===== src/rtl/ddr_ui_pkg.sv =====
// Shared types for the SDRAM user-interface command arbiter: command codes,
// arbiter FSM states and the channel-id width helper.
package ddr_ui_pkg;

    localparam int unsigned DDR_CMD_W = 3;

    typedef enum logic [DDR_CMD_W-1:0] {
        NOP       = 3'b000,
        READ      = 3'b001,
        WRITE     = 3'b010,
        REFRESH   = 3'b011,
        PRECHARGE = 3'b100,
        LOAD_MODE = 3'b101,
        LOAD_REG1 = 3'b110,
        LOAD_REG2 = 3'b111
    } cmd_t;

    typedef enum logic {
        IDLE,
        ISSUE
    } arb_state_t;

    // A single-channel build still carries a 1-bit channel id.
    function automatic int unsigned chid_width(input int unsigned num_ch);
        return (num_ch > 1) ? $clog2(num_ch) : 1;
    endfunction

endpackage


===== src/rtl/ddr_ui_cmd_fifo.sv =====
// Single-clock per-channel command FIFO; full/empty are registered and a push
// is judged against the full flag from before any same-edge pop.
module ddr_ui_cmd_fifo #(
    parameter int unsigned WIDTH = 8,
    parameter int unsigned DEPTH = 4
) (
    input  logic                   clk,
    input  logic                   rst_n,
    input  logic                   push,
    input  logic                   pop,
    input  logic [WIDTH-1:0]       wdata,
    output logic [WIDTH-1:0]       head_c,
    output logic                   full,
    output logic                   empty,
    output logic [$clog2(DEPTH):0] count
);

    localparam int unsigned PTR_W = $clog2(DEPTH);
    localparam int unsigned CNT_W = PTR_W + 1;

    logic [WIDTH-1:0] mem [DEPTH];
    logic [PTR_W-1:0] wr_ptr;
    logic [PTR_W-1:0] rd_ptr;
    logic             do_push;
    logic             do_pop;
    logic [CNT_W-1:0] count_d;

    assign do_push = push && !full;
    assign do_pop  = pop && !empty;
    assign head_c  = mem[rd_ptr];

    always_comb begin
        count_d = count;
        case ({do_push, do_pop})
            2'b10:   count_d = count + CNT_W'(1);
            2'b01:   count_d = count - CNT_W'(1);
            default: count_d = count;
        endcase
    end

    // Storage carries no reset; only the pointers decide what is valid.
    always_ff @(posedge clk) begin
        if (do_push) begin
            mem[wr_ptr] <= wdata;
        end
    end

    always_ff @(posedge clk or negedge rst_n) begin
        if (!rst_n) begin
            wr_ptr <= '0;
            rd_ptr <= '0;
            count  <= '0;
            full   <= 1'b0;
            empty  <= 1'b1;
        end else begin
            if (do_push) begin
                wr_ptr <= wr_ptr + PTR_W'(1);
            end
            if (do_pop) begin
                rd_ptr <= rd_ptr + PTR_W'(1);
            end
            count <= count_d;
            full  <= (count_d == CNT_W'(DEPTH));
            empty <= (count_d == '0);
        end
    end

endmodule


===== src/rtl/ddr_ui_cmd_arbiter.sv =====
// Multi-channel SDRAM user-interface front end: per-channel FIFOs, round-robin
// (or, with DDR_UI_FIXED_PRIO_EN defined, fixed lowest-index) command issue.
module ddr_ui_cmd_arbiter
    import ddr_ui_pkg::*;
#(
    parameter int unsigned NUM_CH     = 2,
    parameter int unsigned ADDR_W     = 32,
    parameter int unsigned DATA_W     = 32,
    parameter int unsigned DM_W       = DATA_W / 8,
    parameter int unsigned FIFO_DEPTH = 4
) (
    input  logic                            CLK,
    input  logic                            RESET_N,
    input  logic [NUM_CH*DDR_CMD_W-1:0]     CH_CMD,
    input  logic [NUM_CH*ADDR_W-1:0]        CH_ADDR,
    input  logic [NUM_CH*DATA_W-1:0]        CH_DATAIN,
    input  logic [NUM_CH*DM_W-1:0]          CH_DM,
    output logic [NUM_CH-1:0]               CH_CMDACK,
    output logic [NUM_CH-1:0]               CH_FULL,
    output logic [DDR_CMD_W-1:0]            MC_CMD,
    output logic [ADDR_W-1:0]               MC_ADDR,
    output logic [DATA_W-1:0]               MC_DATAIN,
    output logic [DM_W-1:0]                 MC_DM,
    output logic [chid_width(NUM_CH)-1:0]   MC_CHID,
    input  logic                            MC_CMDACK
);

    localparam int unsigned CHID_W = chid_width(NUM_CH);
    localparam int unsigned CNT_W  = $clog2(FIFO_DEPTH) + 1;

    typedef struct packed {
        cmd_t              cmd;
        logic [ADDR_W-1:0] addr;
        logic [DATA_W-1:0] data;
        logic [DM_W-1:0]   dm;
    } entry_t;

    localparam int unsigned ENTRY_W = $bits(entry_t);

    logic [NUM_CH-1:0] push;
    logic [NUM_CH-1:0] pop;
    logic [NUM_CH-1:0] empty;
    entry_t            head [NUM_CH];

    arb_state_t        state_q;
    arb_state_t        state_d;
    logic              pop_en_c;
    logic              found_c;
    logic [CHID_W-1:0] grant_c;
    entry_t            sel_c;
`ifndef DDR_UI_FIXED_PRIO_EN
    logic [CHID_W-1:0] last_grant_q;
    logic [CHID_W-1:0] cand_c;
`endif

    for (genvar i = 0; i < NUM_CH; i++) begin : g_ch
        logic [DDR_CMD_W-1:0] cmd_i;
        entry_t               wdata_i;
        logic [ENTRY_W-1:0]   head_i;
        logic [CNT_W-1:0]     count_i;

        assign cmd_i   = CH_CMD[i*DDR_CMD_W +: DDR_CMD_W];
        assign wdata_i = {cmd_i, CH_ADDR[i*ADDR_W +: ADDR_W],
                          CH_DATAIN[i*DATA_W +: DATA_W], CH_DM[i*DM_W +: DM_W]};
        // The ack cycle blocks a re-push of a CMD the user is still holding.
        assign push[i] = (cmd_i != DDR_CMD_W'(NOP)) && !CH_FULL[i] && !CH_CMDACK[i];
        assign pop[i]  = pop_en_c && (grant_c == CHID_W'(i));
        assign head[i] = entry_t'(head_i);

        ddr_ui_cmd_fifo #(
            .WIDTH (ENTRY_W),
            .DEPTH (FIFO_DEPTH)
        ) u_fifo (
            .clk    (CLK),
            .rst_n  (RESET_N),
            .push   (push[i]),
            .pop    (pop[i]),
            .wdata  (wdata_i),
            .head_c (head_i),
            .full   (CH_FULL[i]),
            .empty  (empty[i]),
            .count  (count_i)
        );

        a_full_matches_count : assert property (@(posedge CLK) disable iff (!RESET_N)
            CH_FULL[i] == (count_i == CNT_W'(FIFO_DEPTH)));
    end

    // Grant selection and FSM next state.
    always_comb begin
        state_d  = state_q;
        pop_en_c = 1'b0;
        found_c  = 1'b0;
        grant_c  = '0;
`ifdef DDR_UI_FIXED_PRIO_EN
        for (int k = 0; k < NUM_CH; k++) begin
            if (!found_c && !empty[k]) begin
                grant_c = CHID_W'(k);
                found_c = 1'b1;
            end
        end
`else
        cand_c = last_grant_q;
        for (int k = 0; k < NUM_CH; k++) begin
            cand_c = (cand_c == CHID_W'(NUM_CH - 1)) ? '0 : cand_c + CHID_W'(1);
            if (!found_c && !empty[cand_c]) begin
                grant_c = cand_c;
                found_c = 1'b1;
            end
        end
`endif
        sel_c = head[grant_c];
        case (state_q)
            IDLE: begin
                if (found_c) begin
                    pop_en_c = 1'b1;
                    state_d  = ISSUE;
                end
            end
            ISSUE: begin
                if (MC_CMDACK) begin
                    state_d = IDLE;
                end
            end
            default: state_d = IDLE;
        endcase
    end

    always_ff @(posedge CLK or negedge RESET_N) begin
        if (!RESET_N) begin
            state_q      <= IDLE;
            CH_CMDACK    <= '0;
            MC_CMD       <= '0;
            MC_ADDR      <= '0;
            MC_DATAIN    <= '0;
            MC_DM        <= '0;
            MC_CHID      <= '0;
`ifndef DDR_UI_FIXED_PRIO_EN
            last_grant_q <= CHID_W'(NUM_CH - 1);
`endif
        end else begin
            state_q   <= state_d;
            CH_CMDACK <= push;
            if (pop_en_c) begin
                MC_CMD       <= sel_c.cmd;
                MC_ADDR      <= sel_c.addr;
                MC_DATAIN    <= sel_c.data;
                MC_DM        <= sel_c.dm;
                MC_CHID      <= grant_c;
`ifndef DDR_UI_FIXED_PRIO_EN
                last_grant_q <= grant_c;
`endif
            end else if ((state_q == ISSUE) && MC_CMDACK) begin
                MC_CMD <= '0;
            end
        end
    end

endmodule

===== config.mk =====
export PLATFORM = sky130hd
export DESIGN_NAME = ddr_ui_cmd_arbiter
export DESIGN_NICKNAME = d
export VERILOG_FILES = /design/src/rtl/ddr_ui_pkg.sv /design/src/rtl/ddr_ui_cmd_fifo.sv /design/src/rtl/ddr_ui_cmd_arbiter.sv
export SDC_FILE = /design/constraint.sdc
export NUM_CORES = 1
export LEC_CHECK = 0
export ABC_AREA = 1
export CELL_PAD_IN_SITES_DETAIL_PLACEMENT = 0
export CELL_PAD_IN_SITES_GLOBAL_PLACEMENT = 1
export CORE_ASPECT_RATIO = 1.4
export CORE_UTILIZATION = 40
export DETAILED_ROUTE_END_ITERATION = 10
export GPL_ROUTABILITY_DRIVEN = 0
export GPL_TIMING_DRIVEN = 0
export MAX_ROUTING_LAYER = met4
export PLACE_DENSITY_LB_ADDON = 0.1
export SLEW_MARGIN = 5
export SYNTH_ARGS = -nofsm -noshare
export SYNTH_HDL_FRONTEND = slang
export SYNTH_SLANG_ARGS = --single-unit

===== constraint.sdc =====
create_clock -name CLK -period 9.7 [get_ports CLK]
set_clock_uncertainty 0.1 [all_clocks]
set_input_delay 0.97 -clock CLK [delete_from_list [all_inputs] [get_ports CLK]]
set_output_delay 0.97 -clock CLK [all_outputs]
set_load 0.05 [all_outputs]

==> impl_metrics.toml <==
[timing]
setup_tns_ns = 0
slew_headroom_pct = 54.6
max_clock_freq_mhz = 319
min_period_ns = 3.14
hold-worst-slack_ns = 0.175
period_share_pct = 32.4
setup_violations = 0
slew_viol_final = 0
grt_setup_unrepaired = "false"
hold_violations = 0
worstMarginPinSlew_ns = 0.679

[die]
io_pins = 221
start_util_pct = 40.4
num_rows = 112
dieArea_um2 = 68500
core_area_um2 = 66700
die_h_um = 309
fp.dieW_um = 221

[routing]
antenna_left = 0
via_count = 17600
drtIter0Drc = 1151
wl_um = 74500
drt-pass1-iter-count = 5
post_drt_wl_per_cell_um = 20.3
drc = 0
via_per_inst = 4.81

[placement]
io_buffers = 220
dp_hpwl_um = 51500

[clock_tree]
worst_skew_pair.late_latency_ns = 0.60
cts_tree = "built"
h-tree-depth = 3
clockBufferDepth = 3
post-cts-setup-buffers = 0
cts_sinks = 662
numCtsBuffers = 67
clkTransAtPathRegs_ns = 0.06
root_buffer = "clkbuf_16"
cts-hold-fix-buffers = 0
cts-resized-gates = 0

[flow_run]
maxCapViolCount = 0

[outcome]
status = "finished, final reports clean"

[synth]
ys_types = 22
avgSynthCellArea_um2 = 11.1
synth_compound_area_share_pct = 0.148
synth-seq-cells = 662
synth_top_family_by_area = "simple AND/OR/NAND/NOR gates"
seq_area_frac_synth_pct = 72.0
synth_cells = 2432
syn_nets = 2589
synthXorXnorAreaFrac_pct = 0.130
synthSimpleGateAreaFrac_pct = 19.8
synth_fa_ha_area_share_pct = 0.612
yosysWarnings = 0
syn-cell-area_um2 = 27000
synthMuxAreaShare_pct = 0

[power_and_ir_drop]
ir_drop_v = 0.000235
p_leak_nw = 13.8
pwr_density_cell_nw_per_um2 = 335

[setup_path]
cp_data_arrival_time_ns = 3.57
path_max_fanout = 7
cp.buffers_inverters = 1
end_kind = "flip-flop"
required_ns = 10.13
startpoint_type = "input port"
cp_top_family = "simple AND/OR/NAND/NOR gates"
worstPathCellList = "clkdlybuf4s50_1, nor2_1, nand2_1, nand2_1, ha_1, fa_1, o21ai_0, nand3_1, nor2_1"
crit_slowest_cell = "clkdlybuf4s50_1"
path_class = "in -> reg"
cp_slowest_stage_delay_ns = 0.54

[worst_hold_path]
hp-class = "in -> async"

[global_route]
antenna_found_initial = 7
grt_max_degree = 62
grt_pass1_wl_um = 111000
grt-ovfl-total = 0
gr-usage-all-layers_pct = 22.8
grt_pass1_vias = 17700

[final_layout]
syn_to_final_growth_pct = 22.8
final_nets = 2905
layout-drive-gt1-share_pct = 8.71
cells in the final DEF (no fill, tap or decap), types with 2 or more instances in the layout:
cell type        instances
nand2_1                825
edfxtp_1               568
nand3_1                423
inv_1                  348
clkdlybuf4s50_1        219
dfrtp_1                 91
clkbuf_16               73
buf_2                   66
clkbuf_1                34
buf_4                   28
buf_16                  14
buf_12                  13
clkinv_2                12
nor2_1                  10
ha_1                    10
diode_2                  9
buf_1                    9
o21ai_0                  8
nor2_4                   8
inv_2                    5
clkinv_1                 5
or2_2                    4
buf_6                    4
xor2_1                   4
clkinvlp_4               3
clkbuf_8                 3
bufinv_16                3
dfstp_2                  3
nand2_2                  2
nand4_1                  2
inv_4                    2
fa_1                     2
cell usage after synthesis (all sizes together):
| library cell | instances | area share, % |
|---|---|---|
| or2 | 4 | 0.093 |
| nand4 | 2 | 0.046 |
| nand3 | 423 | 7.8 |
| xor2 | 4 | 0.13 |
| o21ai | 8 | 0.15 |
| fa | 2 | 0.15 |
| nand2 | 827 | 12 |
| clkbuf | 10 | 0.14 |
| buf | 106 | 2.3 |
| inv | 355 | 5.0 |
| ha | 10 | 0.46 |
| dfstp | 3 | 0.29 |
| edfxtp | 568 | 63 |
| dfrtp | 91 | 8.4 |
| nor2 | 19 | 0.27 |
stage by stage:
step           setup WS (ns)  util [%]  total power (W)  std cells  area (µm²)
6_report                6.56      49.7           0.0111       3666       33100
2_1_floorplan           4.93         -          0.00689       2432       27000
3_3_place_gp           0.940      45.3          0.00854       3507       30200
4_1_cts                 6.58      49.6           0.0112       3657       33100
3_5_place_dp            5.95      46.4          0.00869       3534       31000
5_1_grt                 6.42      49.7           0.0117       3664       33100
layout make-up:
class                           instances  area [µm²]
Antenna cell                            9        22.5
Buffer                                116         646
Clock buffer                          100        1960
Clock inverter                         23         191
Fill cell                            5955       33600
Inverter                              355        1340
Multi-Input combinational cell       1299        5640
Sequential cell                       662       19400
Tap cell                              855        1070
Timing Repair Buffer                  247        2850
registers in the layout, summed over array words and instances, names as in the netlist:
name                cells
g_ch.u_fifo.full        2
g_ch.u_fifo.mem       568
last_grant_q            1
g_ch.u_fifo.count       6
g_ch.u_fifo.rd_ptr      4
MC_DATAIN              32
MC_DM                   4
g_ch.u_fifo.empty       2
state_q                 1
CH_CMDACK               2
MC_CHID                 1
MC_ADDR                32
g_ch.u_fifo.wr_ptr      4
MC_CMD                  3
metal layers:
metal / vias to the layer above / track usage [%] / part of all wire (%)
met3: 84 / 3.29 / 4.7
met1: 8558 / 29.0 / 44
li1: 8581 / - / -
met5: - / - / 0
met4: 0 / 6.40 / 1.9
met2: 417 / 38.0 / 50
logic make-up (layout without fill, tap and decap cells):
| group | Yosys count | after routing |
|---|---|---|
| other | 0 | 9 |
| adder cells (fa/ha/maj) | 12 | 12 |
| AO/OA/AOI/OAI | 8 | 8 |
| flip-flops | 662 | 662 |
| buffers and inverters | 471 | 841 |
| XOR/XNOR | 4 | 4 |
| AND/OR/NAND/NOR | 1275 | 1275 |
path summary, 6_finish.rpt:
path                                       from                   end  slack [ns]  depth (start not counted)
hold reg to reg                    last_grant_q          last_grant_q        0.37                          2
min in group CLK                   last_grant_q          last_grant_q        0.37                          2
setup reg to reg           g_ch[1].u_fifo.empty   g_ch[0].u_fifo.full        6.83                         11
hold / removal                          RESET_N          MC_DATAIN[5]        0.18                          1
max in group asynchronous               RESET_N  g_ch[0].u_fifo.empty        8.58                          2
setup / recovery                      CH_CMD[1]   g_ch[0].u_fifo.full        6.56                          9
power breakdown:
part           switching, W  internal [W]
registers          0.000268       0.00394
logic               0.00302       0.00134
clock network       0.00106       0.00148
total               0.00435       0.00676
Power figures use the tool's default switching activity.
